**src/rtl/reset_sequencer.sv**
```systemverilog
// reset_sequencer
//   Multi-channel power-up reset sequencer. Holds every reset output asserted
//   until the clock-stable indication has been continuously high for
//   LOCK_FILTER cycles. It then releases channel 0 after FIRST_DELAY cycles,
//   and each later channel STAGE_DELAY cycles after the previous one. Losing
//   lock or a restart pulse re-asserts all channels and starts over.
//
// Ports
//   clk         rising-edge clock for all logic
//   reset       synchronous, active-high reset
//   locked_in   clock-stable indication (may be asynchronous; synchronised here)
//   restart     single-cycle pulse forcing a full re-sequence
//   reset_out   active-high reset per channel; bit k is released k-th
//   done        high once every channel has been released
//   loss_count  saturating count of aborts caused by loss of lock
module reset_sequencer #(
  parameter int CHANNELS    = 4,
  parameter int LOCK_FILTER = 1000,
  parameter int FIRST_DELAY = 250000000,
  parameter int STAGE_DELAY = 25000000
) (
  input  logic                clk,
  input  logic                reset,
  input  logic                locked_in,
  input  logic                restart,
  output logic [CHANNELS-1:0] reset_out,
  output logic                done,
  output logic [15:0]         loss_count
);

  localparam int SW = (CHANNELS > 1) ? $clog2(CHANNELS) : 1;

  localparam logic [31:0]       LF_M1    = 32'(LOCK_FILTER - 1);
  localparam logic [31:0]       FD_M1    = 32'(FIRST_DELAY - 1);
  localparam logic [31:0]       SD_M1    = 32'(STAGE_DELAY - 1);
  localparam logic [SW-1:0]     LAST     = SW'(CHANNELS - 1);
  localparam logic [CHANNELS-1:0] ALL_ON = {CHANNELS{1'b1}};

  typedef enum logic [1:0] {
    S_WAIT_LOCK,
    S_DELAY,
    S_RELEASE,
    S_DONE
  } state_t;

  // Two-flop synchroniser; lk_reg is the only form of lock the FSM sees.
  logic meta_reg;
  logic lk_reg;

  state_t                state_reg,     state_next;
  logic [SW-1:0]         stage_reg,     stage_next;
  logic [31:0]           timer_reg,     timer_next;
  logic [31:0]           filter_reg,    filter_next;
  logic [CHANNELS-1:0]   reset_out_reg, reset_out_next;
  logic                  done_reg,      done_next;
  logic [15:0]           loss_count_reg, loss_count_next;

  logic abort;

  always_ff @(posedge clk) begin
    if (reset) begin
      meta_reg <= 1'b0;
      lk_reg   <= 1'b0;
    end else begin
      meta_reg <= locked_in;
      lk_reg   <= meta_reg;
    end
  end

  // Abort only applies once sequencing has begun; in WAIT_LOCK a low lock
  // simply clears the filter and a restart has nothing to undo.
  assign abort = (state_reg != S_WAIT_LOCK) && (!lk_reg || restart);

  always_comb begin
    state_next      = state_reg;
    stage_next      = stage_reg;
    timer_next      = timer_reg;
    filter_next     = filter_reg;
    reset_out_next  = reset_out_reg;
    done_next       = done_reg;
    loss_count_next = loss_count_reg;

    if (abort) begin
      state_next     = S_WAIT_LOCK;
      stage_next     = '0;
      timer_next     = '0;
      filter_next    = '0;
      reset_out_next = ALL_ON;
      done_next      = 1'b0;
      // A simultaneous restart and lock loss counts as one lock-loss abort.
      if (!lk_reg && (loss_count_reg != 16'hFFFF)) begin
        loss_count_next = loss_count_reg + 16'd1;
      end
    end else begin
      case (state_reg)
        S_WAIT_LOCK: begin
          if (restart || !lk_reg) begin
            filter_next = '0;
          end else if (filter_reg == LF_M1) begin
            // LOCK_FILTER-th consecutive edge with lock high.
            filter_next = '0;
            timer_next  = FD_M1;
            state_next  = S_DELAY;
          end else begin
            filter_next = filter_reg + 32'd1;
          end
        end

        S_DELAY: begin
          if (timer_reg == 32'd0) begin
            reset_out_next[0] = 1'b0;
            stage_next        = SW'(1);
            if (CHANNELS == 1) begin
              state_next = S_DONE;
              done_next  = 1'b1;
            end else begin
              timer_next = SD_M1;
              state_next = S_RELEASE;
            end
          end else begin
            timer_next = timer_reg - 32'd1;
          end
        end

        S_RELEASE: begin
          if (timer_reg == 32'd0) begin
            for (int k = 0; k < CHANNELS; k++) begin
              if (stage_reg == SW'(k)) begin
                reset_out_next[k] = 1'b0;
              end
            end
            if (stage_reg == LAST) begin
              state_next = S_DONE;
              done_next  = 1'b1;
            end else begin
              stage_next = stage_reg + 1'b1;
              timer_next = SD_M1;
            end
          end else begin
            timer_next = timer_reg - 32'd1;
          end
        end

        S_DONE: begin
          reset_out_next = '0;
          done_next      = 1'b1;
        end

        default: begin
          state_next = S_WAIT_LOCK;
        end
      endcase
    end
  end

  always_ff @(posedge clk) begin
    if (reset) begin
      state_reg      <= S_WAIT_LOCK;
      stage_reg      <= '0;
      timer_reg      <= '0;
      filter_reg     <= '0;
      reset_out_reg  <= ALL_ON;
      done_reg       <= 1'b0;
      loss_count_reg <= '0;
    end else begin
      state_reg      <= state_next;
      stage_reg      <= stage_next;
      timer_reg      <= timer_next;
      filter_reg     <= filter_next;
      reset_out_reg  <= reset_out_next;
      done_reg       <= done_next;
      loss_count_reg <= loss_count_next;
    end
  end

  assign reset_out  = reset_out_reg;
  assign done       = done_reg;
  assign loss_count = loss_count_reg;

endmodule

```
**config.mk**
```make
export PLATFORM = sky130hd
export DESIGN_NAME = reset_sequencer
export DESIGN_NICKNAME = d
export VERILOG_FILES = /design/src/rtl/reset_sequencer.sv
export SDC_FILE = /design/constraint.sdc
export NUM_CORES = 1
export LEC_CHECK = 0
export BUFFER_PORTS_ARGS = -buffer_cell sky130_fd_sc_hd__buf_2
export CORE_UTILIZATION = 60
export CTS_BUF_LIST = sky130_fd_sc_hd__clkbuf_16
export DETAILED_ROUTE_END_ITERATION = 8
export GPL_ROUTABILITY_DRIVEN = 0
export GPL_TIMING_DRIVEN = 0
export PLACE_DENSITY = 0.78
export SLEW_MARGIN = 20
export SYNTH_ARGS = -nofsm -noshare
export SYNTH_HDL_FRONTEND = slang
export SYNTH_SLANG_ARGS = --single-unit
```
**constraint.sdc**
```tcl
create_clock -name clk -period 3.6 [get_ports clk]
set_clock_uncertainty 0.05 [all_clocks]
set_input_delay 0.72 -clock clk [delete_from_list [all_inputs] [get_ports clk]]
set_output_delay 0.72 -clock clk [all_outputs]
set_load 0.02 [all_outputs]
```
==> Word level (Yosys, flattened, before mapping) <==
Cells that the tools add are included.
{ "totals": {"rom_bits": 0, "input_bits": 4, "register_bits": 91, "wordCells": 84, "mem_bits_rw": 0, "output_inout_bits": 21, "n_memories": 0, "latchBits": 0} }
{ "op_classes": {"mux": 29, "order_cmp": 0, "reduce_logical": 21, "n_addsub": 4, "bitwise_logic": 0, "n_div": 0, "shifts": 0, "multipliers": 0, "eq_ne": 18} }
{ "ops": {"columns": ["operator", "n"], "rows": [
  ["2-to-1 mux 32 bit", 7],
  ["one-hot mux 32 bit (3 select lines)", 1],
  ["adder 32 x 1 -> 32 bit, second input constant", 1],
  ["== test 32 x 10 -> 1 bit, second input constant", 1],
  ["logical NOT 32 bit", 1],
  ["subtractor 32 x 1 -> 32 bit, second input constant", 1],
  ["!= test 2 bit, second input constant", 9],
  ["adder 16 x 1 -> 16 bit, second input constant", 1],
  ["2-to-1 mux 2 bit", 8],
  ["!= test 16 bit, second input constant", 1],
  ["AND reduction 4 bit", 3],
  ["AND reduction 3 bit", 3],
  ["== test 2 bit, second input constant", 4],
  ["2-to-1 mux 1 bit", 7],
  ["one-hot mux 2 bit (3 select lines)", 1],
  ["one-hot mux 3 bit (2 select lines)", 1],
  ["AND reduction 6 bit", 1],
  ["nonzero test 2 bit", 3],
  ["nonzero test 3 bit", 2],
  ["== test 2 x 1 -> 1 bit, second input constant", 2],
  ["logical NOT 2 bit", 2],
  ["2-to-1 mux 4 bit", 1],
  ["one-hot mux 2 bit (2 select lines)", 1],
  ["!= test 3 bit, second input constant", 1],
  ["other kinds (8)", 9]
]} }

==> Depth between registers and ports, before layout <==
{ "depth": {"ltp_word": 4, "depth_mapped": 9, "depth_no_buf": 7} }

==> Worst setup path after synthesis <==
OpenSTA, ideal clock, no wires.
{ "synth_path": {"path_kind": "reg-to-reg", "from": "reg timer_reg[0]", "to": "reg timer_reg[8]", "setup_slack_ns": 1.139, "synth_period_minus_slack_ns": 2.461, "setup_ns": 0.119, "path_buffers": 0, "arrival_ns": 2.293, "stages_incl_launch_ff": 8, "t_required_ns": 3.431, "cell_sequence": "dfxtp_1 -> inv_1 -> ha_1 -> nor4b_1 -> nand4_2 -> o31ai_4 -> nor4_1 -> o221a_2"} }
{ "synth_via": {"elab_chain_cells": 3, "word_cells_on_any_way": 7, "classes_between": "add/sub (1); eq/ne (1); mux (3); reduce/logical (2)"} }
{ "synth_lines": {"columns": ["item", "line_no", "text"], "rows": [
  ["from (decl)", "52", "logic [31:0] timer_reg, timer_next;"],
  ["from (signal assigned)", "168", "timer_reg <= timer_next;"],
  ["subtractor 32 x 1 -> 32 bit / logical NOT 32 bit (equally long branches)", null, null],
  ["2-to-1 mux 32 bit, or another cell as far along", "126", "if (timer_reg == 32'd0) begin"],
  ["one-hot mux 32 bit (3 select lines) / AND reduction 4 bit (equally long branches)", null, null]
]} }
Parallel ways exist; a longest one is shown, timed or not.
A chain may end at the register's enable or synchronous reset.

==> Worst setup path after layout <==
{ "layout_path": {"from": "reg timer_reg[0]", "to": "reg timer_reg[17]"} }
The elaborated chain is that of the path after synthesis.

==> results.ini <==
[global_routing]
grt_pass1_wl_um=21200
grt_max_degree=16
antenna_found_initial=0
grt-ovfl-total=0
grt_use_total_pct=30.81
grt_pass1_vias=4363

[critical_path]
reg2regPathDepth=9
crit_chain=inv_1 -> ha_1 -> or4b_1 -> nor4_1 -> buf_2 -> nand4_1 -> nand2_1 -> buf_4 -> o32ai_1
required_ns=3.75
cp_slowest_stage_delay_ns=0.58
worstSetupPathType=flop to flop
cp_slowest_cell=nand4_1
critical_path.max_fanout=10
end_kind=flop
arrival_ns=3.66
path_delay_family=simple AND/OR/NAND/NOR gates
crit_buf_inv=3
start_kind=flop
cp.depth=9

[sta]
worst_pin_slew_ns=1.060
slew_viol_final=0
setup_viol=0
rsz0062_at_grt=no
setup-tns-final_ns=0
finalHoldViolations=0
relSlewSlack_pct=28.67
fin_ws_ns=0.08803
period_needed_ns=3.512
fmaxAchievable_ghz=0.2847
finalCritPeriodShare_pct=97.55

[synth]
synth-seq-cells=91
synth_area_leaders=dfxtp_1 (37%), xnor2_1 (4.4%), nor2_1 (4.1%)
seq_area_frac_synth_pct=36.70
synthTopCellsByCount=dfxtp_1 (91), nor2_1 (54), nand2_1 (45), a21oi_1 (29), clkbuf_1 (28)
ys_types=63
ys.flop_type=dfxtp_1
synth_top_area_cell=dfxtp_1
avgSynthCellArea_um2=8.384
syn_nets=609
synth_edf_count=0
synth_top_area_share_pct=36.70
synth.most_common_cell=dfxtp_1
async_flop_share_pct=0
ys_warn_count=0
syn_inst=592
synth_area_um2=4964

[hold_path]
hp-class=flop to flop
hold_path_depth=1

[clock_tree]
post_cts_buffers=0
clk_pin_slew_ns=0.06
clock_latency_ns=0.34
numCtsBuffers=9
cts_resized=0
cts_tree=built
clockBufferDepth=2
root_buffer=clkbuf_16
htreeDepth=3
cts.sinks=91
hold_buffers=0

[pwr]
p_per_area_nw_per_um2=358.0
max-vdd-ir-drop_v=0.0002281
p_leak_nw=1.937
p_total_mw=1.973

[layout]
design_area_um2=5512
antenna_cells=0
syn2layout_area_growth_pct=11.04
post-route-util_pct=70.23
drive_gt1_share_pct=10.92
nets=644

[floorplan]
row_count=32
die_w_um=92.96
die_height_um=92.96
die_area_um2=8641
start_util_pct=63.25
io_pins=25
core_um2=7848

[detailed_routing]
dr_total_vias=4846
dr.pass1.iters=7
wl_per_cell_um=17.70
ant_nets=0
drc=0
drt_iter0_drc=395
vias_per_cell=6.602
wl_um=12990

[placement]
io_buffers=24
placed_cell_area_um2=5211
dp_hpwl_um=8885
place_ws_ns=0.2824

[run]
maxCapViolCount=0

[run_status]
status=complete, no violations

-- layout by cell type, fill, tap and decap left out, types with 5 or more instances in the layout --
| cell | instances |
|---|---|
| nand4_1 | 19 |
| dfxtp_1 | 91 |
| ha_1 | 13 |
| a211oi_1 | 13 |
| nand3_1 | 24 |
| clkbuf_16 | 9 |
| o21ai_0 | 16 |
| nand2_1 | 45 |
| a21oi_1 | 29 |
| o32ai_1 | 6 |
| a31oi_1 | 9 |
| and4_1 | 9 |
| inv_1 | 20 |
| clkbuf_1 | 28 |
| nor2_1 | 54 |
| o221a_2 | 8 |
| or4_1 | 21 |
| xnor2_1 | 25 |
| o211ai_1 | 11 |
| buf_2 | 29 |
| and2_1 | 5 |
| nor4_1 | 23 |
| o31ai_1 | 16 |
| or3_1 | 14 |
| nor3_1 | 16 |
-- where the power goes --
group,leakage (nW),internal (mW),total [mW],switching (mW)
sequential,0.733,1.01,1.01,0.000543
clock,0.133,0.534,0.935,0.401
combinational,1.07,0.00654,0.0302,0.0237
-- final cells by class --
| class | instances | area, um^2 |
|---|---|---|
| plain buffers | 37 | 156.4 |
| clock buffers | 9 | 225.2 |
| clock inverters | 7 | 68.82 |
| fillers | 651 | 2336 |
| inverters | 20 | 75.07 |
| multi-input cells | 444 | 2917 |
| flip-flops and latches | 91 | 1822 |
| well taps | 102 | 127.6 |
| repair buffers | 24 | 120.1 |
-- worst register-to-register path, cell delays in order (launching register included) --
cell and delay (ns):
dfxtp_1 0.32, inv_1 0.10, ha_1 0.23, or4b_1 0.52
nor4_1 0.36, buf_2 0.31, nand4_1 0.58, nand2_1 0.52
buf_4 0.28, o32ai_1 0.12
-- kinds of logic after synthesis --
group	share of synthesized area [%]
buffers and inverters	4.663
multiplexers	1.034
adder cells (fa/ha/maj)	3.277
AND/OR/NAND/NOR	28.49
AO/OA/AOI/OAI	20.90
XOR/XNOR	4.941
flip-flops	36.70
-- per-layer routing --
layer | track usage, % | vias to the layer above | wire (um)
met4 | 14.87 | 0 | 376
met2 | 51.84 | 228 | 6251
li1 | - | 2336 | -
met5 | 0 | - | 0
met3 | 5.172 | 39 | 947
met1 | 38.01 | 2243 | 5415
-- stage by stage --
| stage | hold WS, ns | cells |
|---|---|---|
| detailed placement | 0.3904 | 718 |
| finish | 0.3983 | 734 |
| floorplan | 0.3638 | 592 |
| global placement | 0.3827 | 718 |
| global route | 0.4157 | 734 |
| CTS | 0.4029 | 734 |
-- path summary, 6_finish.rpt --
kind / startpoint / endpoint / slack, ns
worst max register to register: timer_reg[0] / timer_reg[17] / 0.09
worst min-delay path: meta_reg / lk_reg / 0.40
worst min register to register: meta_reg / lk_reg / 0.40
worst max-delay path: timer_reg[0] / timer_reg[17] / 0.09
Power figures use the tool's default switching activity.
